===== config.mk =====
export PLATFORM = sky130hd
export DESIGN_NAME = gdiv_sng4b
export DESIGN_NICKNAME = d
export VERILOG_FILES = /design/src/rtl/gdiv_pkg.sv /design/src/rtl/gdiv_lfsr_db.sv /design/src/rtl/gdiv_sng4b.sv
export SDC_FILE = /design/constraint.sdc
export NUM_CORES = 1
export LEC_CHECK = 0
export CAP_MARGIN = 20
export CELL_PAD_IN_SITES_DETAIL_PLACEMENT = 1
export CELL_PAD_IN_SITES_GLOBAL_PLACEMENT = 2
export CORE_MARGIN = 4
export CORE_UTILIZATION = 29
export CTS_CLUSTER_SIZE = 40
export DETAILED_ROUTE_END_ITERATION = 8
export PLACE_DENSITY_LB_ADDON = 0.1
export SYNTH_ARGS = -nofsm -noshare
export SYNTH_HDL_FRONTEND = slang
export SYNTH_HIERARCHICAL = 1
export SYNTH_SLANG_ARGS = --single-unit

===== constraint.sdc =====
create_clock -name clk -period 1.92 [get_ports clk]
set_clock_uncertainty 0.2 [all_clocks]
set_input_delay 0.576 -clock clk [delete_from_list [all_inputs] [get_ports clk]]
set_output_delay 0.576 -clock clk [all_outputs]
set_load 0.1 [all_outputs]

===== src/rtl/gdiv_pkg.sv =====
// Shared types and helpers for the stochastic divider front-end generators.
package gdiv_pkg;

  typedef enum logic {
    IDLE = 1'b0,
    RUN  = 1'b1
  } sng_state_t;

  localparam int LFSR_BW_MIN = 3;
  localparam int LFSR_BW_MAX = 8;

  // Fibonacci feedback taps (bit i = state[i] feeds the XOR), maximal-length polynomials.
  function automatic logic [7:0] lfsr_taps(input int bw);
    logic [7:0] t;
    case (bw)
      3:       t = 8'h06;  // x^3+x^2+1
      4:       t = 8'h0C;  // x^4+x^3+1
      5:       t = 8'h14;  // x^5+x^3+1
      6:       t = 8'h30;  // x^6+x^5+1
      7:       t = 8'h60;  // x^7+x^6+1
      8:       t = 8'hB8;  // x^8+x^6+x^5+x^4+1
      default: t = 8'h0C;
    endcase
    return t;
  endfunction

  // Reverses the low bw bits of v; upper bits of v must be zero.
  function automatic logic [7:0] bit_rev(input logic [7:0] v, input int bw);
    logic [7:0] r;
    r = '0;
    for (int i = 0; i < 8; i++) begin
      r[i] = v[7-i];
    end
    return r >> (8 - bw);
  endfunction

endpackage


===== src/rtl/gdiv_lfsr_db.sv =====
// De Bruijn-extended Fibonacci LFSR: visits all 2^BW states, including zero, once per period.
module gdiv_lfsr_db
  import gdiv_pkg::*;
#(
  parameter int            BW      = 4,
  parameter logic [BW-1:0] RST_VAL = {1'b1, {(BW-1){1'b0}}}
) (
  input  logic          clk,
  input  logic          rst_n,
  input  logic          en,
  input  logic          load,
  input  logic [BW-1:0] seed,
  output logic [BW-1:0] state
);

  localparam logic [7:0]    TAPS8 = lfsr_taps(BW);
  localparam logic [BW-1:0] TAPS  = TAPS8[BW-1:0];

  logic [BW-1:0] state_q, state_d;
  logic          fb;

  // The NOR term splices the zero state in between 10..0 and 0..01.
  always_comb begin
    fb      = (^(state_q & TAPS)) ^ (state_q[BW-2:0] == '0);
    state_d = state_q;
    if (load) begin
      state_d = seed;
    end else if (en) begin
      state_d = {state_q[BW-2:0], fb};
    end
  end

  always_ff @(posedge clk or negedge rst_n) begin
    if (!rst_n) begin
      state_q <= RST_VAL;
    end else begin
      state_q <= state_d;
    end
  end

  assign state = state_q;

endmodule


===== src/rtl/gdiv_sng4b.sv =====
// Stochastic number generator feeding the gated divider: one 2^BW-cycle unary window per operand pair.
// Build option GDIV_SNG_LFSR_RESEED_EN reloads the LFSR on accept and advances it only inside windows.
// state | meaning
// IDLE  | no window running, operand pair can be taken
// RUN   | window running, cnt_q is the window index
module gdiv_sng4b
  import gdiv_pkg::*;
#(
  parameter int            BW   = 4,
  parameter logic [BW-1:0] SEED = {1'b1, {(BW-1){1'b0}}}
) (
  input  logic          clk,
  input  logic          rst_n,
  input  logic          in_valid,
  output logic          in_ready,
  input  logic [BW-1:0] dividend_bin,
  input  logic [BW-1:0] divisor_bin,
  output logic          dividend,
  output logic          divisor,
  output logic [BW-1:0] randNum,
  output logic          stream_valid,
  output logic          first,
  output logic          last
);

  localparam logic [BW-1:0] CNT_MAX = '1;

  sng_state_t    state_q, state_d;
  logic [BW-1:0] cnt_q, cnt_d;
  logic [BW-1:0] dvd_q, dvd_d;
  logic [BW-1:0] dvs_q, dvs_d;
  logic          sv_q, sv_d;
  logic          first_q, first_d;
  logic          last_q, last_d;
  logic          accept;
  logic          lfsr_en, lfsr_load;
  logic [7:0]    rng_a;

  assign in_ready = (state_q == IDLE) | last_q;
  assign accept   = in_valid & in_ready;

  // An accept can only happen in IDLE or on the last window cycle, so it always restarts at index 0.
  always_comb begin
    state_d = state_q;
    cnt_d   = cnt_q;
    dvd_d   = dvd_q;
    dvs_d   = dvs_q;
    if (accept) begin
      state_d = RUN;
      cnt_d   = '0;
      dvd_d   = dividend_bin;
      dvs_d   = divisor_bin;
    end else if (state_q == RUN) begin
      if (cnt_q == CNT_MAX) begin
        state_d = IDLE;
        cnt_d   = '0;
      end else begin
        cnt_d = cnt_q + 1'b1;
      end
    end
    sv_d    = (state_d == RUN);
    first_d = sv_d && (cnt_d == '0);
    last_d  = sv_d && (cnt_d == CNT_MAX);
  end

  always_ff @(posedge clk or negedge rst_n) begin
    if (!rst_n) begin
      state_q <= IDLE;
      cnt_q   <= '0;
      dvd_q   <= '0;
      dvs_q   <= '0;
      sv_q    <= 1'b0;
      first_q <= 1'b0;
      last_q  <= 1'b0;
    end else begin
      state_q <= state_d;
      cnt_q   <= cnt_d;
      dvd_q   <= dvd_d;
      dvs_q   <= dvs_d;
      sv_q    <= sv_d;
      first_q <= first_d;
      last_q  <= last_d;
    end
  end

  // Both streams compare against the same van der Corput value, keeping them fully correlated.
  assign rng_a        = bit_rev(8'(cnt_q), BW);
  assign dividend     = sv_q & (8'(dvd_q) > rng_a);
  assign divisor      = sv_q & (8'(dvs_q) > rng_a);
  assign stream_valid = sv_q;
  assign first        = first_q;
  assign last         = last_q;

`ifdef GDIV_SNG_LFSR_RESEED_EN
  assign lfsr_en   = sv_q;
  assign lfsr_load = accept;
`else
  assign lfsr_en   = 1'b1;
  assign lfsr_load = 1'b0;
`endif

  gdiv_lfsr_db #(
    .BW      (BW),
    .RST_VAL (SEED)
  ) u_lfsr (
    .clk   (clk),
    .rst_n (rst_n),
    .en    (lfsr_en),
    .load  (lfsr_load),
    .seed  (SEED),
    .state (randNum)
  );

endmodule


* After elaboration in Yosys (flattened, before gate mapping)
Index checks and enable logic that the tools add are counted.
Operators by class: muxes and demuxes 6, equal/unequal tests 2, add/subtract/negate cells 1, $lt $le $gt $ge 2, reduce and logical (&&, ||, !) cells 5, bitwise gates (word level) 6
Operator list (count):
- $mux 4 | 3
- $eq 4x4->1 const B | 2
- $gt 4x4->1 | 2
- $add 4x1->4 const B | 1
- $logic_not 4->1 | 1
- $reduce_xor 4->1 | 1
- $and 1x1->1 | 3
- $logic_not 3->1 | 1
- $mux 1 | 3
- $logic_and 1x1->1 | 2
- $not 1->1 | 1
- $or 1x1->1 | 1
- $xor 1x1->1 | 1
Storage, ports and cells: register bits 19, output and inout port bits 10, input bits 11, logic and storage cells 29

* Longest topological paths before layout
Gate-level depths: netlist of run 1.
depth in word-level cells 6, gate-level depth with buffers 6, gate-level depth less buffers 5

* Cells and area by module
Netlist of run 1, hierarchy kept.
By module, submodules not included:
- gdiv_sng4b | seq. area each 375.4 µm², times used 1, cells each 85, area an instance 893.4 µm²
- gdiv_lfsr_db | seq. area each 101.3 µm², times used 1, cells each 21, area an instance 207.7 µm²

* Worst setup path after synthesis of run 1
Ideal clock, no wire load.
path kind reg2out, start register sv_q, in the netlist stream_valid, end output port dividend, cell stages (with the launch flop) 4, data arrival time 2661 ps, buffers on the path 1, slack -1517 ps, data required time 1144 ps, path through dfrtp_1 > buf_6 > nand2_1 > a21oi_1
On the way: word-level cells in the longest chain between the ends 1
Ends and longest elaborated chain:
- start: declaration | line gdiv_sng4b.sv:32 | logic sv_q, sv_d;
- start signal: assignment | line gdiv_sng4b.sv:80 | sv_q <= sv_d;
- $and 1x1->1 | line gdiv_sng4b.sv:88 | assign dividend = sv_q & (8'(dvd_q) > rng_a);
- end: declaration | line gdiv_sng4b.sv:18 | output logic dividend,
Every way passes these cells.

* Final worst setup path of run 1
start register cnt_q[2], end output port dividend
On the way: word-level cells in the longest chain between the ends 2
Ends and longest elaborated chain:
- start: declaration | line gdiv_sng4b.sv:29 | logic [BW-1:0] cnt_q, cnt_d;
- start signal: assignment | line gdiv_sng4b.sv:77 | cnt_q <= cnt_d;
- $gt 4x4->1 | line gdiv_sng4b.sv:88
- $and 1x1->1 | line gdiv_sng4b.sv:88
Every way passes these cells.

==> results of run 1 <==
==> state kept, by name, summed over array words and instances, names as in the netlist <==
name,count
cnt_q,4
last,1
first,1
dvs_q,4
stream_valid,1
dvd_q,4
u_lfsr/state,4
==> stage by stage <==
stage | instance area [sq um] | hold WS [ns]
2_1_floorplan | 1250 | 0.0804
3_3_place_gp | 1680 | 0.344
3_5_place_dp | 1680 | 0.357
4_1_cts | 1740 | 0.381
5_1_grt | 1760 | 0.392
6_report | 1760 | 0.367
==> critical path, stage by stage (launching register included) <==
cell and delay [ns]:
dfrtp_1 0.43, inv_6 0.05, ha_4 0.26, nor2b_1 0.13
o211ai_1 0.13, a21oi_4 0.17, buf_12 0.19
==> repair_timing <==
action | 4_1_cts | 5_1_grt
hold buffers | 0 | 0
gates resized for setup | 1 | 2
pin swaps | 3 | 0
buffers inserted | 3 | 1
endpoints found under the setup margin | 3 | 5
==> Yosys cell counts, types with 2 or more instances <==
library cell  count
dfrtp_1          18
nand3_1           6
o21ai_0           7
ha_1              9
nor2_1            5
mux2_2            2
conb_1            2
a31oi_1           2
inv_1             8
mux2i_1           5
mux2_4            4
a21oi_1           7
and3b_1           2
buf_6             2
nand2_1           9
==> final cells by class <==
| class | instances | share of cell area (%) |
|---|---|---|
| Sequential cell | 19 | 27.4 |
| Inverter | 9 | 2.63 |
| Multi-Input combinational cell | 85 | 38.8 |
| Clock inverter | 1 | 0.284 |
| Clock buffer | 3 | 2.35 |
| Timing Repair Buffer | 39 | 25.2 |
| Tap cell | 48 | 3.41 |
==> layer usage <==
metal / wire [um] / track usage [%]
met5: 0 / 0
met1: 1240 / 15.7
met4: 10 / 2.55
met3: 80 / 2.75
met2: 1550 / 23.4
==> how the worst max path moves through the flow <==
| stage | from | endpoint | slack, ns | cells after the start |
|---|---|---|---|---|
| after floorplan | cnt_q[2] | dividend | -0.45 | 6 |
| after global placement | cnt_q[2] | dividend | -0.20 | 6 |
| after detailed placement | cnt_q[2] | dividend | -0.22 | 6 |
| after CTS | cnt_q[2] | dividend | -0.47 | 6 |
| after global routing | cnt_q[2] | dividend | -0.57 | 6 |
| final | cnt_q[2] | dividend | -0.47 | 6 |
==> layout by cell type, fill, tap and decap left out, types with 3 or more instances in the layout <==
| cell | instances |
|---|---|
| mux2i_1 | 5 |
| inv_1 | 5 |
| mux2_4 | 6 |
| nand2_1 | 9 |
| nor2_1 | 5 |
| o21ai_0 | 7 |
| buf_4 | 19 |
| buf_12 | 10 |
| a21oi_1 | 6 |
| clkdlybuf4s50_1 | 10 |
| clkbuf_8 | 3 |
| ha_1 | 5 |
| nand3_1 | 5 |
| dfrtp_1 | 16 |
| conb_1 | 13 |
| ha_4 | 3 |
==> cells by family (layout without fill, tap and decap cells) <==
kind of cell / after synthesis / count (layout) / synth area share [%]
compound gates: 23 / 23 / 13.5
simple gates: 27 / 27 / 12.5
flops: 19 / 19 / 43.3
fa+ha+maj: 9 / 9 / 10.2
other cells: 2 / 13 / 0.682
mux: 11 / 11 / 12.0
xor+xnor: 2 / 2 / 1.59
buf+inv: 13 / 52 / 6.14
==> summary.md, run 1 <==
Of the cells placed in the final design, the portion with a size suffix greater than 1 is 37.2%. After layout, the minimum clock period comes to 2.39 ns. In the final design database the tool counted 177 nets. Static timing analysis puts the maximum clock frequency at 418 MHz.

At the placement stage, the worst setup path has a slack of -0.220 ns. The logs give 482 sq um for the area used by sequential logic in the layout and 2.26 mm for the HPWL after detailed placement. The DRC violation count after routing is 0, and the routed wire length is 2.88 mm.

The run gives 43 as the DRC marker count from the first detailed-route iteration. The tool flagged a number of max-cap violations equal to 0. The mean instance size in the synthesized netlist works out to 10.4 sq um.

For this run, asynchronously set or reset flops after synthesis account for 100%. Overflow left after global routing: 0. The count of different cell masters after synthesis came out at 33. The clock root buffer master was clkbuf_8. The end point of the worst hold path was dvd_q[0]. In the routed layout, each cell is associated on average with a via count of 4.56. The final reports fail on negative setup slack. At the end of the flow the core is filled with cells to 48.1%. The tools report the element type at the critical path end as an output port. The flow ran to the end, but the final reports show violations. Leaving out filler cells and counting taps, the final layout contains 204.

Synthesis inferred 19 register bits. Endpoint of the worst-slack reg-to-reg timing path: last. The tools report the worst path setup slack after routing as -0.470 ns.

Number of H-tree levels: 1. Counting instances, the worst hold path has a depth of 2. Clock tree synthesis found a total of 19 sinks.

The clock transition at the registers of the reported paths is 0.08 ns, and the part of the Yosys area used for sequential elements is 43.3%. The tools report the global-route wire length before repair as 5.07 mm. The main flop type after synthesis is dfrtp_1. At the worst endpoint, the arrival time is 1.61 ns. For flop-to-flop paths, the worst setup slack is 0.11 ns.

The first detailed-routing pass ran for 2 iterations. The run gives 0 as the antenna diode count. The top-area cell type share of the netlist area was 40.9%. The tools report the combined area of the multi-input logic cells as 683 sq um.

The worst setup path is launched from a register. dfrtp_1 takes more of the synthesized area than any other cell. The number of cells on the worst reg-to-reg path is 6.

The number of buffer cells added on primary ports is 20, and the number of standard-cell rows in the floorplan is 22. The congestion estimate from routability-driven global placement came to 0.793. From synthesis to final layout, the design area changed by 59.9%.

In this run the remaining antenna-violating nets after routing total 0. Later-pin clock latency in the skew report: 0.26 ns. The initial utilization of the core area, before any placement, comes to 30.1%. The number of max-slew violations in the final report came out at 0. The die covers 0.00485 sq mm. Critical path class: reg -> out. In the final timing run, aggregate negative setup slack is -0.984 ns. The core region is 0.00366 sq mm. The total via count after detailed routing is 931. The clock passes through at most 2 buffers.

In this run the horizontal extent of the chip is 69.6 um. The top-level I/O count came out at 21. After synthesis, the cell types taking the most area are dfrtp_1 41%, ha_1 10%, mux2_4 5.5%. The worst hold path begins at dvd_q[0]. For this run, the total global-route usage over all layers was measured as 12.9%. For this run, the number of Yosys warnings is 6.

Along the worst path, the maximum fanout reaches 3. Total of fill cells in the finished design: 419. The path class of the tightest hold or removal check is reg -> reg.

The worst reg2reg path startpoint is last. Synthesis produced a netlist whose cell count is 106. The count of flip-flops with a built-in enable after synthesis was 0; the placed instance count was 196. Setup violations remaining at the end of the flow were counted as 3. TritonCTS built the clock tree. Setup repair after global routing could not meet its margin everywhere. The share of the clock period used by the worst path after layout is 124%, and the initial antenna violation count is 0.

Buffers inserted during clock tree synthesis total 3. The per-cell routed wire length is 14.1 um. Maximum number of pins on one net before global-route repair: 20. For the cell area after technology mapping, the log shows 0.00110 sq mm.

The final count of hold timing violations is 0. At the worst endpoint, the required time is 1.14 ns. The die is 69.6 um tall. The via count of the first global-routing pass is 1051.
Power of run 1 is left out: the tool's default activity adds up to more than one toggle a clock period on the data nets, which glitch-free logic cannot reach.
==> run 2: changes to the inputs <==
- REMOVE_ABC_BUFFERS: default -> 1
==> run 2 against run 1 <==
Against the previous run:
- the flow still finishes with violations (negative setup slack)
- first-iteration DRC count decreased by 58%
- worst hold slack got worse by 0.035 ns
- critical path depth is the same
- non-clock buffer count did not move
- count of clock-buffer cells in the layout increased by 1
- via count is 2.4% lower
- cell count did not move
- highest routed layer unchanged
- largest cell class unchanged
- global-route usage down 1.1 points
==> summary.md, run 2 (synthesis results as in run 1) <==
Class of the tightest hold or removal check: reg -> reg. The region available for standard cell placement spans 0.00366 sq mm. In this run the core area contains 22 standard-cell rows.

Walking the worst path, the cells encountered are inv_2 -> ha_1 -> nand3_2 -> o22ai_2 -> o221a_2 -> buf_12. 0 antenna diodes ended up in the layout. For this run, design rule violations remaining after detail routing come to 0.

The HPWL after detailed placement was 2.04 mm; the clock net sink count was 19. The floorplan step defined a die boundary enclosing 0.00485 sq mm. In the final layout, the multi-input gates occupy 662 sq um.

The logs give -0.452 ns for the worst path setup slack after routing and 1.60 ns for the data arrival time of the critical path. Clock-pin slew was measured on the worst setup and hold paths at 0.07 ns. OpenSTA, run right after detailed placement, puts the worst setup slack at -0.270 ns.

Setup repair after global routing could not meet its margin everywhere. Detailed routing inserted a total of 909 vias. The area growth from synthesis to layout is 56.6%. The height of the die is 69.6 um.

The logs give 2 for the maximum clock insertion buffer count and 11.9% for the global-route usage over all layers. The worst setup path is captured at an output port. The total of fill cells in the finished design was 419; the fraction of final layout cells sized beyond drive strength 1 was 36.5%. TritonCTS built the clock tree. The run finished, with violations left.

The placed instance count came out at 194. In this run the worst path has a maximum fanout of 3. Leaving out fill and tap cells, the most frequent cells in the layout are 19 x buf_4, 17 x dfrtp_1, 13 x conb_1, 10 x clkdlybuf4s50_1, 10 x buf_12. The share of the clock period used by the worst path after layout came out at 124%.

The logs give 0 for the initial antenna violation count and 1.14 ns for the data required time at the worst endpoint. The global-route wire length before repair was 4.56 mm. The logs give 3 for the length of the first detailed-routing pass in iterations and 478 sq um for the area used by sequential logic in the layout. In the final routed layout, each cell accounts on average for 13.1 um. The overall die width is 69.6 um. The logs give 0 for the final count of hold timing violations and 0 for the number of nets with antenna violations after detailed routing. The tool flagged a number of max-cap violations equal to 0.

The library cell used most frequently in the layout, excluding fill and tap cells, is buf_4. The critical path's largest stage delay came out at 0.39 ns. The run gives 2.67 mm as the routed wire length. The critical path class is reg -> out. The worst setup path is launched from a register. Input and output buffers added on the ports amount to 20. The mean number of vias per cell works out to 4.46. The checks that failed: negative setup slack. The tools report the final weighted congestion in routability-driven placement as 0.728. The CTS buffer count came out at 3.

The kind of cell with the highest combined delay along the critical path is flip-flops. The tree is rooted in a clkbuf_8. The filler-free cell count of the finished design is 204. The via count of the first global-routing pass was 988; the number of H-tree levels was 1. The overflow left after global routing came out at 0.

The tools report the number of max-slew violations in the final report as 0. The share of the core filled with cells came out at 47.1%. Among all stages on the critical path, the largest delay is contributed by dfrtp_1. The peak clock frequency supported by timing came out at 422 MHz.

The critical path contains buffers and inverters numbering 2 combined. The maximum number of pins on one net before global-route repair was 20. For the later-pin clock latency in the skew report, the log shows 0.25 ns. During I/O placement, the number of pins put on the boundary was 21. In the final design database the tool counted 177 nets.

With fillers left out, the area of the finished cells amounts to 0.00172 sq mm. The first routing iteration left 18 violations. The run gives 30.1% as the starting density of the core.

Setup violations remaining at the end of the flow were counted as 2. The area after detailed placement is 0.00157 sq mm, and the time the final worst path needs with I/O delays and setup is 2.37 ns.
==> run 2: changes by cell type in the layout (fill, tap and decap cells not counted), sizes merged <==
cell / delta
clkbuf: +1
clkinv: -1
==> run 2: area by class of cell <==
cell class                      instances  share of cell area, %
Clock buffer                            4                   2.61
Inverter                                9                   2.10
Multi-Input combinational cell         85                   38.4
Sequential cell                        19                   27.7
Tap cell                               48                   3.48
Timing Repair Buffer                   39                   25.7
==> run 2: path summary, 6_finish.rpt <==
| kind | from | cells past startpoint | slack (ns) | end |
|---|---|---|---|---|
| max in group asynchronous | rst_n | 2 | 0.79 | u_lfsr/state[3] |
| min | dvs_q[1] | 1 | 0.33 | dvs_q[1] |
| max reg2reg | cnt_q[0] | 5 | 0.12 | last |
| max | cnt_q[2] | 6 | -0.45 | divisor |
| min in group asynchronous | rst_n | 2 | 0.46 | first |
| min reg2reg | dvs_q[1] | 1 | 0.33 | dvs_q[1] |
==> run 2: per-stage QoR <==
| stage | hold slack, ns | setup TNS, ns |
|---|---|---|
| 2_1_floorplan | 0.0804 | -8.67 |
| 3_3_place_gp | 0.317 | -0.981 |
| 3_5_place_dp | 0.323 | -1.18 |
| 4_1_cts | 0.341 | -1.03 |
| 5_1_grt | 0.363 | -1.09 |
| 6_report | 0.332 | -0.878 |
==> run 2: timing repair <==
action / in CTS / in global routing
resized for setup: 9 / 6
pin swaps: 6 / 4
setup endpoints to repair: 3 / 3
hold buffers: 0 / 0
setup buffers: 0 / 6
==> run 2: routing by layer <==
metal | GRT usage (%) | part of all wire (%) | vias up
li1 | - | - | 459
met1 | 14.2 | 44 | 435
met2 | 21.5 | 52 | 11
met3 | 1.59 | 2.1 | 4
met4 | 4.47 | 1.5 | 0
met5 | 0 | 0 | -
Power of run 2 is left out for the same reason.
